`src/rtl/lock_freq_pkg.sv`:
```
`default_nettype none
// ============================================================================
// Module   : lock_freq_pkg
// Brief    : Shared state encoding and default timing constants for the
//            frequency-coded phase-lock transmitter.
// Revision : 1.0 - initial release
// ============================================================================
package lock_freq_pkg;

    typedef enum logic [1:0] {
        ST_IDLE = 2'd0,
        ST_HIGH = 2'd1,
        ST_LOW  = 2'd2
    } state_e;

    // 10 kHz and 5 kHz half-periods at 20 MHz, 10 ms heartbeat timeout
    localparam int C_LOCK_HALF_DEF    = 1000;
    localparam int C_NONLOCK_HALF_DEF = 2000;
    localparam int C_CNT_W_DEF        = 16;
    localparam int C_WDT_CYCLES_DEF   = 200000;

endpackage
`default_nettype wire

```
`src/rtl/lock_tx_wdt.sv`:
```
`default_nettype none
// ============================================================================
// Module   : lock_tx_wdt
// Brief    : Heartbeat watchdog; any heartbeat edge restarts the timeout,
//            expiry raises o_wdt_trip until the next edge.
// Revision : 1.0 - initial release
// ============================================================================
module lock_tx_wdt #(
    parameter int WDT_CYCLES = 200000
) (
    input  logic i_clk_20M,
    input  logic i_reset_n,
    input  logic i_heartbeat,
    output logic o_wdt_trip
);

    localparam int C_W = $clog2(WDT_CYCLES + 1);
    localparam logic [C_W-1:0] C_LIMIT   = C_W'(WDT_CYCLES);
    localparam logic [C_W-1:0] C_LIMIT_M1 = C_W'(WDT_CYCLES - 1);

    logic           hb_q;
    logic           hb_d;
    logic [C_W-1:0] cnt_q;
    logic [C_W-1:0] cnt_d;
    logic           trip_q;
    logic           trip_d;
    logic           w_hb_edge;

    assign w_hb_edge = i_heartbeat ^ hb_q;

    // Counter saturates at the limit so the trip holds without wrapping
    always_comb begin
        hb_d   = i_heartbeat;
        cnt_d  = cnt_q;
        trip_d = trip_q;
        if (w_hb_edge) begin
            cnt_d  = '0;
            trip_d = 1'b0;
        end else if (cnt_q != C_LIMIT) begin
            cnt_d = cnt_q + 1'b1;
            if (cnt_q == C_LIMIT_M1) begin
                trip_d = 1'b1;
            end
        end
    end

    always_ff @(posedge i_clk_20M or negedge i_reset_n) begin
        if (!i_reset_n) begin
            hb_q   <= 1'b0;
            cnt_q  <= '0;
            trip_q <= 1'b0;
        end else begin
            hb_q   <= hb_d;
            cnt_q  <= cnt_d;
            trip_q <= trip_d;
        end
    end

    assign o_wdt_trip = trip_q;

endmodule
`default_nettype wire

```
`src/rtl/lock_freq_tx.sv`:
```
`default_nettype none
// ============================================================================
// Module   : lock_freq_tx
// Brief    : Frequency-coded phase-lock line transmitter (LOCK / NONLOCK
//            square wave). Define LOCK_TX_FAILSAFE_EN to add the heartbeat
//            watchdog that forces the LOCK code.
// Revision : 1.0 - initial release
// ============================================================================
module lock_freq_tx
    import lock_freq_pkg::*;
#(
    parameter int LOCK_HALF    = C_LOCK_HALF_DEF,
    parameter int NONLOCK_HALF = C_NONLOCK_HALF_DEF,
    parameter int CNT_W        = C_CNT_W_DEF,
    parameter int WDT_CYCLES   = C_WDT_CYCLES_DEF
) (
    input  logic i_clk_20M,
    input  logic i_reset_n,
    input  logic i_enable,
    input  logic i_lock_req,
    input  logic i_brk_test,
    input  logic i_heartbeat,
    output logic o_tx,
    output logic o_tx_is_lock,
    output logic o_period_stb,
    output logic o_wdt_trip
);

    localparam logic [CNT_W-1:0] C_LOCK_M1    = CNT_W'(LOCK_HALF - 1);
    localparam logic [CNT_W-1:0] C_NONLOCK_M1 = CNT_W'(NONLOCK_HALF - 1);

    generate
        if (LOCK_HALF < 2 || NONLOCK_HALF < 2) begin : g_bad_half
            $error("lock_freq_tx: LOCK_HALF and NONLOCK_HALF must be >= 2");
        end
    endgenerate

    state_e           state_q;
    state_e           state_d;
    logic [CNT_W-1:0] cnt_q;
    logic [CNT_W-1:0] cnt_d;
    logic             mode_q;
    logic             mode_d;
    logic             tx_q;
    logic             tx_d;
    logic             stb_q;
    logic             stb_d;
    logic             w_wdt_trip;
    logic             w_eff_lock;
    logic [CNT_W-1:0] w_half_m1;

`ifdef LOCK_TX_FAILSAFE_EN
    lock_tx_wdt #(
        .WDT_CYCLES (WDT_CYCLES)
    ) u_wdt (
        .i_clk_20M   (i_clk_20M),
        .i_reset_n   (i_reset_n),
        .i_heartbeat (i_heartbeat),
        .o_wdt_trip  (w_wdt_trip)
    );
    assign w_eff_lock = i_lock_req | w_wdt_trip;
`else
    logic unused_wdt;
    assign unused_wdt = i_heartbeat | (WDT_CYCLES < 1);
    assign w_wdt_trip = 1'b0;
    assign w_eff_lock = i_lock_req;
`endif

    // Half-period follows the latched mode so both phases of a period match
    assign w_half_m1 = mode_q ? C_LOCK_M1 : C_NONLOCK_M1;

    always_comb begin
        state_d = state_q;
        cnt_d   = cnt_q;
        mode_d  = mode_q;
        stb_d   = 1'b0;
        case (state_q)
            ST_IDLE: begin
                if (i_enable) begin
                    state_d = ST_HIGH;
                    cnt_d   = '0;
                    mode_d  = w_eff_lock;
                end
            end
            ST_HIGH: begin
                if (!i_enable) begin
                    state_d = ST_IDLE;
                    cnt_d   = '0;
                end else if (cnt_q == w_half_m1) begin
                    state_d = ST_LOW;
                    cnt_d   = '0;
                end else begin
                    cnt_d = cnt_q + 1'b1;
                end
            end
            ST_LOW: begin
                // Disable wins over a coincident boundary: no strobe
                if (!i_enable) begin
                    state_d = ST_IDLE;
                    cnt_d   = '0;
                end else if (cnt_q == w_half_m1) begin
                    state_d = ST_HIGH;
                    cnt_d   = '0;
                    mode_d  = w_eff_lock;
                    stb_d   = 1'b1;
                end else begin
                    cnt_d = cnt_q + 1'b1;
                end
            end
            default: begin
                state_d = ST_IDLE;
                cnt_d   = '0;
            end
        endcase
        tx_d = (state_d == ST_HIGH) && !i_brk_test;
    end

    always_ff @(posedge i_clk_20M or negedge i_reset_n) begin
        if (!i_reset_n) begin
            state_q <= ST_IDLE;
            cnt_q   <= '0;
            mode_q  <= 1'b1;
            tx_q    <= 1'b0;
            stb_q   <= 1'b0;
        end else begin
            state_q <= state_d;
            cnt_q   <= cnt_d;
            mode_q  <= mode_d;
            tx_q    <= tx_d;
            stb_q   <= stb_d;
        end
    end

    assign o_tx         = tx_q;
    assign o_tx_is_lock = mode_q;
    assign o_period_stb = stb_q;
    assign o_wdt_trip   = w_wdt_trip;

endmodule
`default_nettype wire

```
`config.mk`:
```
export PLATFORM = sky130hd
export DESIGN_NAME = lock_freq_tx
export DESIGN_NICKNAME = d
export VERILOG_FILES = /design/src/rtl/lock_freq_pkg.sv /design/src/rtl/lock_tx_wdt.sv /design/src/rtl/lock_freq_tx.sv
export SDC_FILE = /design/constraint.sdc
export NUM_CORES = 1
export LEC_CHECK = 0
export ABC_AREA = 1
export ABC_CLOCK_PERIOD_IN_PS = 1740
export CELL_PAD_IN_SITES_DETAIL_PLACEMENT = 2
export CELL_PAD_IN_SITES_GLOBAL_PLACEMENT = 2
export CORE_ASPECT_RATIO = 2
export CORE_UTILIZATION = 34
export CTS_BUF_LIST = sky130_fd_sc_hd__clkbuf_8
export DETAILED_ROUTE_END_ITERATION = 16
export PLACE_DENSITY_LB_ADDON = 0.1
export SLEW_MARGIN = 30
export SYNTH_ARGS = -nofsm -noshare
export SYNTH_HDL_FRONTEND = slang
export SYNTH_SLANG_ARGS = --single-unit
export TNS_END_PERCENT = 50
```
`constraint.sdc`:
```
create_clock -name i_clk_20M -period 1.74 [get_ports i_clk_20M]
set_input_delay 0.435 -clock i_clk_20M [delete_from_list [all_inputs] [get_ports i_clk_20M]]
set_output_delay 0.435 -clock i_clk_20M [all_outputs]
set_load 0.005 [all_outputs]
```
== After elaboration in Yosys (flattened, before gate mapping) ==
Index checks and enable logic that the tools add are counted.
Widths: inputs -> output; s select.

* Add/sub/neg operators: 1
* Multipliers: 0
* Div/mod/pow operators: 0
* $lt $le $gt $ge: 0
* Equality and inequality tests: 7
* Shift operators: 0
* Mux-type cells: 18
* Bitwise gates (word level): 0
* Reduce and logical (&&, ||, !) cells: 6

{| class="wikitable"
|+ Operators by type and width
! operator !! number
|-
| $mux 16 || 3
|-
| $pmux 16 s2 || 1
|-
| $add 16x1->16 const B || 1
|-
| $eq 16x11->1 || 1
|-
| $mux 11 || 1
|-
| $mux 2 || 5
|-
| $mux 1 || 6
|-
| $ne 2x2->1 const B || 3
|-
| $pmux 2 s3 || 1
|-
| $eq 2x1->1 const B || 2
|-
| $reduce_and 4->1 || 1
|-
| $eq 2x2->1 const B || 1
|-
| $logic_not 2->1 || 1
|-
| $pmux 1 s2 || 1
|-
| $reduce_bool 2->1 || 1
|-
| $reduce_or 2->1 || 1
|-
| $logic_and 1x1->1 || 1
|-
| $logic_not 1->1 || 1
|}

* Register bits after elaboration: 21
* Latch bits: 0
* Bits in writable memories: 0
* Bits in read-only memories: 0
* Bits of input ports: 6
* Memories kept: 0

== Longest topological paths before layout ==
* Word-level depth: 7
* Depth in mapped cells: 11

== Least setup slack after synthesis ==
No wires, ideal clock.

* Path type: register to register
* Start point: register state_q[0]
* End point: register cnt_q[8]
* Library setup time: 120 ps
* Arrival: 1342 ps
* Required time: 1620 ps
* Path slack: 278 ps
* Stages on the path, launching flop included: 10
* Buffers on the path: 0
* Period minus slack after synthesis: 1462 ps
* Cell sequence: dfrtp_1 > inv_1 > ha_1 > inv_1 > nor2_4 > inv_2 > nand2_1 > nor2_1 > xor2_1 > nor2_1

* Word-level cells in the longest chain between the ends: 3
* Elaborated cells between the ends (all ways): 6
* Those cells by class: eq/ne: 3; mux: 1; reduce/logical: 2

{| class="wikitable"
|+ RTL lines
! element !! RTL line !! source
|-
| from (decl) || lock_freq_tx.sv:38 || <nowiki>state_e state_q;</nowiki>
|-
| from (signal assigned) || lock_freq_tx.sv:126 || <nowiki>state_q <= state_d;</nowiki>
|-
| $eq 2x2->1 or $eq 2x1->1 (tied branches) || lock_freq_tx.sv:77 || <nowiki>case (state_q)</nowiki>
|-
| $reduce_or 2->1 (no line) || - ||
|-
| $pmux 16 s2 || lock_freq_tx.sv:77 ||
|-
| to (signal assigned) || lock_freq_tx.sv:127 || <nowiki>cnt_q <= cnt_d;</nowiki>
|-
| to (decl) || lock_freq_tx.sv:40 || <nowiki>logic [CNT_W-1:0] cnt_q;</nowiki>
|}

Parallel ways exist; a longest one is shown, timed or not.
A chain may end at the register's enable or synchronous reset.

== Worst setup path in the final report ==
* Start point: register cnt_q[0]
* End point: register cnt_q[8]

* Word-level cells in the longest chain between the ends: 4
* Elaborated cells between the ends (all ways): 5
* Those cells by class: add/sub: 1; eq/ne: 1; mux: 3

{| class="wikitable"
|+ RTL lines
! element !! RTL line !! source
|-
| $add 16x1->16 or $eq 16x11->1 (tied branches) || - ||
|-
| $mux 16 (*) || lock_freq_tx.sv:89, lock_freq_tx.sv:101 ||
|-
| $mux 16 (*) || lock_freq_tx.sv:86 || <nowiki>if (!i_enable) begin</nowiki>
|-
| $pmux 16 s2 (*) || lock_freq_tx.sv:77 ||
|}

Mark *: on every way between the ends. The rest lies on a longest branch, timed or not.

==> metrics <==
Logic pwr share=32.3%; worst-path cell chain=ha_2 > nand2_2 > inv_1 > nand2_1 > nor2_2 > nand3_2 > nand2_1 > inv_4 > nor2_4 > nor2_1; Mapped Area=1345 sq um; Buf+Inv Stages, Crit Path=2; Most Frequent Cell on Critical Path=nand2_1; Internal Power=892.6 uW; Final WS setup=0.1334 ns; fin crit period=1.607 ns; wire per inst=16.27 um; critical path's top delay family=simple AND/OR/NAND/NOR gates; Max Buffers Root-to-Sink=2; CTS tree=done; Tcrit/Tclk final=92.33%; Net Sw Frac=35.63%; ys async rst share=100.0%; Final ANT Viol Nets=0; Leak=0.0007185 uW; Detailed Routing Iterations Pass 1=2; initial DRC count=25; number of flops mapped to enable cells by yosys=0; Hold Crit Class=input pin to async pin; Yosys reg bits=21; final setup fails=0; root buffer cell=clkbuf_8; mux contribution to synthesized area=0%; layout cells sized above 1=17.31%; clk slew on worst S/H paths=0.09 ns; Initial Util=35.36%; Mapped Nets=198; GRT overflow=0; Clock Power Share=25.6%; top-count cell post-synth=nand2_1; Fin Clk Skew=0.005739 ns; Detailed Route WL=4214 um; Final Hold Viols=0; setup repair after global routing missed its margin=no; CTS buffer count=3; Max Fanout on Critical Path=9; Main synth FF type=dfrtp_1; Synth Area in Simple Gates=36.09%; crit end category=register; Synth Area in XOR/XNOR=3.907%; Post-Syn Instances=187; top cell type by total area after synthesis=dfrtp_1; capture point of the worst reg-to-reg path=cnt_q[8]; CP max-delay cell=dfrtp_1; Max rail drop VDD=0.5057 mV; Area contributors post-synth=dfrtp_1 (37%), nand2_1 (14%), nor2_1 (7.8%); post-synthesis sequential area ratio=39.16%; Slew Viols, Final=0; Std-Cell Rows=32; core region area=3804 sq um; antenna violations before repair=0; max incr delay on CP=0.37 ns; GR Util All Layers=23.44%; first-pass GRT wire length=7189 um; drt drc=0; hold_buf cts=0; # IOs=10; Via density=5.073; Sink Count=21; Reg power frac=42.2%; DP HPWL=3407 um; total power=1387 uW; Ant. Diodes=0; Reg2Reg Depth=10; Pwr per Cell Area=855.8 nW/um^2; Critical Path RT=1.91 ns; Compound-Gate Fraction of Synth Area=8.279%; Synthesis Warnings=0; vias in the first global route=1502; switching pwr=494.1 uW; FMAX=0.6224 GHz; post-synth cell types=29; Setup CP Type=register to register; max-cap violation count=0; Setup TNS=0 ns; Layout area overhead=20.46%; Nets=220; Die X-Extent=46.48 um; largest net degree at the start of global routing=22; WP data arrival=1.78 ns; die height=90.95 um; status=finished, final reports clean; die footprint=4227 sq um; port bufs=7; Post-Synth Adder-Cell Area=4.651%; Post-synth top cells=nand2_1 (50), nor2_1 (28), inv_1 (21); Place WS=-0.09441 ns; main combinational cell family by area after synthesis=simple AND/OR/NAND/NOR gates; register-to-register setup slack=0.13 ns; worst reg2reg path startpoint=cnt_q[0]; H-tree levels=1; nature of the critical path startpoint=register; Synth top area share=37.21%; Syn Area/Cell=7.193 sq um; Via Count=1314; RD Place Congestion=0.8345; clk_lat worst skew=0.27 ns
==> power groups by stage <==
stage	combinational (uW)	clock (uW)	sequential, uW
after floorplan	238	0	588
after global placement	403	0	592
after detailed placement	426	0	596
after CTS	440	358	582
after global routing	502	380	592
final	448	355	585
==> per-stage QoR <==
step	utilization [%]	hold WS, ns	instances	area (sq um)
floorplan	-	0.1394	187	1345
global placement	40.13	0.4965	251	1526
detailed placement	40.13	0.5136	251	1526
CTS	41.78	0.5306	256	1589
global route	42.60	0.5353	259	1620
finish	42.60	0.5126	259	1620
==> registers in the layout, indices dropped and copies added, names as in the netlist <==
register and cells:
o_period_stb 1, state_q 2, o_tx 1, o_tx_is_lock 1, cnt_q 16
==> timing repair <==
action,CTS,global route
hold endpoints to repair,0,0
setup buffers,1,3
gates resized for setup,3,4
setup endpoints to repair,8,14
pin swaps,0,3
==> logic make-up (layout without fill, tap and decap cells) <==
logic type,count (synthesis),after routing
flip-flops,21,21
buffers and inverters,26,47
other,1,1
XOR/XNOR,6,6
AO/OA/AOI/OAI,19,19
AND/OR/NAND/NOR,109,109
adder cells (fa/ha/maj),5,5
==> layout by cell type (no fill, tap or decap), types with 5 or more instances in the layout <==
cell             synthesis  layout
nand2_1                 50      49
nand3_1                 11      11
inv_1                   21      21
o21ai_0                  7       7
nand4_1                  5       5
dfrtp_1                 20      19
nor2_1                  28      27
buf_4                    1      12
xor2_1                   6       6
clkdlybuf4s50_1          0       6
==> cell type report <==
cell class / count / area [sq um]
Multi-Input combinational cell: 140 / 728.2
Fill cell: 474 / 2183
Inverter: 24 / 92.59
Tap cell: 51 / 63.81
Clock inverter: 1 / 7.507
Timing Repair Buffer: 19 / 158.9
Clock buffer: 3 / 41.29
Sequential cell: 21 / 528.0
==> worst reg2reg max path, stage by stage (launching register included) <==
cell and delay, ns:
dfrtp_1 0.37, ha_2 0.20, nand2_2 0.09, inv_1 0.07, nand2_1 0.06, nor2_2 0.10, nand3_2 0.12, nand2_1 0.15
inv_4 0.10, nor2_4 0.18, nor2_1 0.07
==> per-layer routing <==
metal | GRT usage, % | wire [um] | vias up
met3 | 1.789 | 29 | 5
li1 | - | - | 631
met5 | 0 | 0 | -
met4 | 6.618 | 57 | 0
met2 | 45.95 | 2672 | 7
met1 | 23.24 | 1455 | 671
==> how the worst max path moves through the flow <==
stage / startpoint / end / cells past startpoint
2_1_floorplan: state_q[0] / cnt_q[8] / 9
3_3_place_gp: i_enable / o_tx / 6
3_5_place_dp: i_enable / o_tx / 6
4_1_cts: cnt_q[1] / cnt_q[8] / 10
5_1_grt: cnt_q[0] / cnt_q[8] / 10
6_report: cnt_q[0] / cnt_q[8] / 10
Power figures use the tool's default switching activity.
